===== src/rtl/fetch_pc_ctrl.sv =====
// Fetch-stage PC sequencer: one outstanding I-mem request, IR toward decode,
// static next-PC prediction from the mini-decoder, jalr rs1 interlock and flush.
module fetch_pc_ctrl #(
  parameter int unsigned     XLEN          = 32,
  parameter int unsigned     REG_IDX_WIDTH = 5,
  parameter logic [XLEN-1:0] RESET_PC      = XLEN'(32'h8000_0000)
) (
  input  logic                     clk_i,
  input  logic                     rst_i,
  output logic                     ifu_req_valid_o,
  input  logic                     ifu_req_ready_i,
  output logic [XLEN-1:0]          ifu_req_pc_o,
  input  logic                     ifu_rsp_valid_i,
  input  logic [31:0]              ifu_rsp_instr_i,
  output logic [31:0]              dec_instr_o,
  input  logic                     dec_bxx_i,
  input  logic                     dec_jal_i,
  input  logic                     dec_jalr_i,
  input  logic [REG_IDX_WIDTH-1:0] dec_jalr_rs1_idx_i,
  input  logic [XLEN-1:0]          dec_bjp_imm_i,
  output logic [REG_IDX_WIDTH-1:0] rs1_idx_o,
  input  logic [XLEN-1:0]          rs1_rdata_i,
  input  logic                     rs1_busy_i,
  output logic                     ir_valid_o,
  input  logic                     ir_ready_i,
  output logic [31:0]              ir_instr_o,
  output logic [XLEN-1:0]          ir_pc_o,
  output logic                     ir_pred_taken_o,
  input  logic                     flush_i,
  input  logic [XLEN-1:0]          flush_pc_i
);

  localparam logic [2:0] S_IDLE      = 3'd0;
  localparam logic [2:0] S_REQ       = 3'd1;
  localparam logic [2:0] S_WAIT_RSP  = 3'd2;
  localparam logic [2:0] S_JALR_WAIT = 3'd3;
  localparam logic [2:0] S_HOLD      = 3'd4;
  localparam logic [2:0] S_DRAIN     = 3'd5;

  localparam logic [XLEN-1:0] PC_STEP = XLEN'(4);

  logic [2:0]               state_q, state_d;
  logic [XLEN-1:0]          pc_q, pc_d;
  logic [XLEN-1:0]          imm_q, imm_d;
  logic [REG_IDX_WIDTH-1:0] rs1_idx_q, rs1_idx_d;
  logic                     req_valid_q, req_valid_d;
  logic                     ir_valid_q, ir_valid_d;
  logic [31:0]              ir_instr_q, ir_instr_d;
  logic [XLEN-1:0]          ir_pc_q, ir_pc_d;
  logic                     ir_pred_q, ir_pred_d;
  logic [XLEN-1:0]          jalr_rsp_sum;
  logic [XLEN-1:0]          jalr_wait_sum;

  function automatic logic [XLEN-1:0] clr_lsb(input logic [XLEN-1:0] a);
    return {a[XLEN-1:1], 1'b0};
  endfunction

  assign dec_instr_o     = ifu_rsp_instr_i;
  // In the response cycle the regfile is read with the decoder's index so jalr can resolve at once.
  assign rs1_idx_o       = (state_q == S_WAIT_RSP) ? dec_jalr_rs1_idx_i : rs1_idx_q;
  assign ifu_req_valid_o = req_valid_q;
  assign ifu_req_pc_o    = pc_q;
  assign ir_valid_o      = ir_valid_q;
  assign ir_instr_o      = ir_instr_q;
  assign ir_pc_o         = ir_pc_q;
  assign ir_pred_taken_o = ir_pred_q;

  assign jalr_rsp_sum  = rs1_rdata_i + dec_bjp_imm_i;
  assign jalr_wait_sum = rs1_rdata_i + imm_q;

  // Next-state, next-PC and IR load logic; flush overrides everything.
  always_comb begin
    state_d    = state_q;
    pc_d       = pc_q;
    imm_d      = imm_q;
    rs1_idx_d  = rs1_idx_q;
    ir_valid_d = ir_valid_q & ~ir_ready_i;
    ir_instr_d = ir_instr_q;
    ir_pc_d    = ir_pc_q;
    ir_pred_d  = ir_pred_q;
    if (flush_i) begin
      pc_d       = flush_pc_i;
      ir_valid_d = 1'b0;
      case (state_q)
        S_REQ:      state_d = ifu_req_ready_i ? S_DRAIN : S_REQ;
        S_WAIT_RSP: state_d = ifu_rsp_valid_i ? S_REQ : S_DRAIN;
        S_DRAIN:    state_d = S_DRAIN;
        default:    state_d = S_REQ;
      endcase
    end else begin
      case (state_q)
        S_IDLE: state_d = S_REQ;
        S_REQ: begin
          if (ifu_req_ready_i) state_d = S_WAIT_RSP;
        end
        S_WAIT_RSP: begin
          if (ifu_rsp_valid_i) begin
            ir_valid_d = 1'b1;
            ir_instr_d = ifu_rsp_instr_i;
            ir_pc_d    = pc_q;
            ir_pred_d  = (dec_bxx_i & dec_bjp_imm_i[XLEN-1]) | dec_jal_i | dec_jalr_i;
            imm_d      = dec_bjp_imm_i;
            rs1_idx_d  = dec_jalr_rs1_idx_i;
            state_d    = S_HOLD;
            if (dec_bxx_i) begin
              pc_d = dec_bjp_imm_i[XLEN-1] ? pc_q + dec_bjp_imm_i : pc_q + PC_STEP;
            end else if (dec_jal_i) begin
              pc_d = pc_q + dec_bjp_imm_i;
            end else if (dec_jalr_i) begin
              if (dec_jalr_rs1_idx_i == '0) begin
                pc_d = clr_lsb(dec_bjp_imm_i);
              end else if (!rs1_busy_i) begin
                pc_d = clr_lsb(jalr_rsp_sum);
              end else begin
                state_d = S_JALR_WAIT;
              end
            end else begin
              pc_d = pc_q + PC_STEP;
            end
          end
        end
        S_JALR_WAIT: begin
          if (!rs1_busy_i) begin
            pc_d    = clr_lsb(jalr_wait_sum);
            state_d = S_HOLD;
          end
        end
        S_HOLD: begin
          if (!ir_valid_q || ir_ready_i) state_d = S_REQ;
        end
        S_DRAIN: begin
          if (ifu_rsp_valid_i) state_d = S_REQ;
        end
        default: state_d = S_IDLE;
      endcase
    end
    req_valid_d = (state_d == S_REQ);
  end

  always_ff @(posedge clk_i or posedge rst_i) begin
    if (rst_i) begin
      state_q     <= S_IDLE;
      pc_q        <= RESET_PC;
      imm_q       <= '0;
      rs1_idx_q   <= '0;
      req_valid_q <= 1'b0;
      ir_valid_q  <= 1'b0;
      ir_instr_q  <= '0;
      ir_pc_q     <= '0;
      ir_pred_q   <= 1'b0;
    end else begin
      state_q     <= state_d;
      pc_q        <= pc_d;
      imm_q       <= imm_d;
      rs1_idx_q   <= rs1_idx_d;
      req_valid_q <= req_valid_d;
      ir_valid_q  <= ir_valid_d;
      ir_instr_q  <= ir_instr_d;
      ir_pc_q     <= ir_pc_d;
      ir_pred_q   <= ir_pred_d;
    end
  end

endmodule


===== config.mk =====
export PLATFORM = sky130hd
export DESIGN_NAME = fetch_pc_ctrl
export DESIGN_NICKNAME = d
export VERILOG_FILES = /design/src/rtl/fetch_pc_ctrl.sv
export SDC_FILE = /design/constraint.sdc
export NUM_CORES = 1
export LEC_CHECK = 0
export CAP_MARGIN = 5
export CORE_MARGIN = 2
export CORE_UTILIZATION = 48
export DETAILED_ROUTE_END_ITERATION = 12
export HOLD_SLACK_MARGIN = 0.1
export PLACE_DENSITY = 0.82
export REMOVE_ABC_BUFFERS = 1
export SLEW_MARGIN = 20
export SYNTH_ARGS = -nofsm -noshare
export SYNTH_HDL_FRONTEND = slang
export SYNTH_SLANG_ARGS = --single-unit

===== constraint.sdc =====
create_clock -name clk_i -period 6.87 [get_ports clk_i]
set_input_delay 0.687 -clock clk_i [delete_from_list [all_inputs] [get_ports clk_i]]
set_output_delay 0.687 -clock clk_i [all_outputs]
set_load 0.05 [all_outputs]

==> impl_metrics.py <==
metrics = {
    "outcome": {
        "outcome": "finished clean",
    },
    "timing": {
        "fin_worst_skew_ps": 14.3,
        "worst_pin_slew_ps": 1150,
        "hold_slack_ps": 506,
        "tns_ps": 0,
        "maxSlewViolCount": 0,
        "slew-limit-headroom": 0.233,
        "max_freq_ghz": 0.258,
        "hold_violations": 0,
        "period_share": 0.564,
        "fin_crit_ps": 3880,
        "rsz0062_at_grt": "no",
        "setup_viol": 0,
    },
    "power_and_ir_drop": {
        "vdd_drop_max_mv": 0.179,
        "cellLeakagePower_nw": 6.79,
        "total_power_mw": 4.36,
        "p_per_area_nw_per_um2": 276,
    },
    "logic_synthesis": {
        "synth.top_cells.by_count": "dfrtp_1 (138), nand2_1 (127), a21oi_1 (118)",
        "synth_seq_cells": 139,
        "postSynthAreaPerCell_um2": 8.82,
        "yosys_warnings": 0,
        "yosys_most_used_dff": "dfrtp_1",
        "async_flop_share": 1.00,
        "yosysUniqueCellTypes": 83,
        "yosysMostFrequentCell": "dfrtp_1",
        "ys_top_cells_by_area": "dfrtp_1 (28%), mux2_2 (9.8%), ha_1 (9.3%), a21oi_1 (4.8%), xnor2_1 (4.5%)",
        "synth_edf_count": 0,
        "postSynthCellCount": 1403,
        "yosysTopAreaCellShare": 0.279,
        "yosysSeqAreaShare": 0.281,
        "yosysTopAreaCell": "dfrtp_1",
        "netlist_area_um2": 12400,
    },
    "critical_path": {
        "r2r-start": "ifu_req_pc_o[0]",
        "worst-setup-path-type": "primary input to register",
        "required_ps": 7230,
        "start_kind": "primary input",
        "end_kind": "register",
        "critPathArrivalTime_ps": 4240,
        "cp-startpoint": "rs1_rdata_i[0]",
        "cp_max_fo": 4,
    },
    "cells_and_area": {
        "final_nets": 1853,
        "drive_gt1_frac": 0.120,
        "fin_area_um2": 15800,
        "finalNonFillerCells": 1958,
        "antenna_cells": 0,
        "area_growth_pct": 27.7,
    },
    "routing": {
        "ant_nets": 0,
        "wl_mm": 43.5,
        "wire_per_inst_um": 22.2,
        "vias_per_cell": 6.23,
        "drc": 0,
        "drt-pass1-iter-count": 7,
        "vias": 12200,
        "drtIter0Drc": 1090,
    },
    "place": {
        "placed_cells": 1926,
        "dpl.hpwl_mm": 32.3,
        "placed_area_um2": 15200,
        "gp_congestion": 0.987,
        "port_buffers": 278,
    },
    "floorplanning": {
        "pin_count": 279,
        "die_h_um": 165,
        "coreArea_um2": 25300,
        "die-area_um2": 27100,
        "num_rows": 58,
        "die_w_um": 165,
        "initial_core_util": 0.490,
    },
    "cts": {
        "cts_buffer_depth": 2,
        "cts-buffers-inserted": 17,
        "h-tree-depth": 4,
        "cts_setup_buffers": 0,
        "worst_skew_pair.late_latency_ps": 450,
        "post_cts_resized": 0,
        "cts.sinks": 139,
        "cts_root_buffer": "clkbuf_16",
        "tritoncts": "built",
        "path_clk_slew_ps": 80,
        "cts_hold_buf": 0,
    },
    "global_route": {
        "grt_max_degree": 75,
        "grtUsageTotal": 0.320,
        "grt_overflow": 0,
        "grt_pass1_vias": 12200,
        "grt_pass1_wl_mm": 67.1,
        "antenna_found_initial": 0,
    },
    "hold_path": {
        "hold_class": "register to register",
        "hp-start": "ir_pc_o[18]",
    },
    "flow_run": {
        "max_cap_violations": 0,
    },
}
[per-stage QoR]
stage / util / setup slack, ps
floorplan: - / 836
global route: 0.626 / 2820
finish: 0.626 / 2990
global placement: 0.601 / 2810
CTS: 0.626 / 3070
detailed placement: 0.601 / 2700
[layer usage]
metal,GRT usage,vias to the layer above,share of wire
met5,0,-,0
met4,0.143,0,0.045
met3,0.0718,130,0.096
met2,0.521,678,0.46
met1,0.406,5756,0.40
li1,-,5633,-
[state kept, by name, summed over array words and instances (netlist names)]
signal and count:
ir_valid_o 1, ir_pc_o 32, ir_pred_taken_o 1, ifu_req_pc_o 32
imm_q 32, ir_instr_o 32, ifu_req_valid_o 1, rs1_idx_q 5
state_q 3
[cells by family after synthesis]
group / synth area share
muxes: 0.105
xor gates and xnor gates: 0.0750
DFF: 0.281
and+or+nand+nor: 0.144
adders and majority gates: 0.0978
AOI/OAI and AO/OA: 0.245
buffers and inverters: 0.0524
[critical path: stages]
cell,delay (ps)
clkdlybuf4s50_1,480
and2_1,200
fa_1,400
a21oi_1,300
nor3_1,130
o311ai_0,670
a31oi_1,300
o211ai_1,380
a21oi_1,190
mux2i_1,270
o211ai_2,120
o211ai_1,100
[report_power, final]
part           internal, mW  switching [mW]  leakage (nW)  total [mW]
registers             0.985           0.161          1.82        1.15
logic                 0.870            1.35          4.68        2.22
clock network         0.498           0.494         0.299       0.992
total                  2.35            2.00          6.79        4.36
[layout by cell type (no fill, tap or decap), types with 5 or more instances in the layout]
cell / instances
a211oi_1: 24
a21boi_0: 6
a21o_1: 36
a21oi_1: 118
a21oi_2: 5
a221oi_1: 18
a31oi_1: 13
and2_1: 11
and3_1: 15
and4_1: 7
buf_4: 12
clkbuf_16: 17
clkdlybuf4s50_1: 277
clkinv_8: 6
dfrtp_1: 138
ha_1: 92
inv_1: 34
mux2_2: 108
mux2i_1: 8
nand2_1: 127
nand2b_1: 11
nand3_1: 38
nand4_1: 14
nor2_1: 79
nor2b_1: 6
nor3_1: 28
nor3b_1: 5
nor4_1: 5
o211ai_1: 18
o21a_1: 9
o21ai_0: 93
o21bai_1: 11
o221ai_1: 18
o22ai_1: 10
o31ai_1: 7
or3_1: 5
xnor2_1: 63
xor2_1: 43
[worst paths after layout]
| check | endpoint | slack (ps) | cells after the start |
|---|---|---|---|
| max in group asynchronous | ir_pc_o[18] | 4980 | 3 |
| min in group asynchronous | ir_instr_o[14] | 680 | 2 |
| max | ifu_req_pc_o[30] | 2990 | 12 |
| min | ir_pc_o[18] | 510 | 1 |
| max reg2reg | ifu_req_pc_o[18] | 3560 | 11 |
| min reg2reg | ir_pc_o[18] | 510 | 1 |
[final cells by class]
cell class | count | area (um^2)
tap | 330 | 413
clock inverter | 15 | 194
multi-input combinational | 1131 | 8270
sequential | 139 | 3480
fill | 2113 | 9450
timing repair buffer | 291 | 2880
clock buffer | 17 | 425
inverter | 35 | 136
No activity file was read; power rests on OpenSTA's default activity.
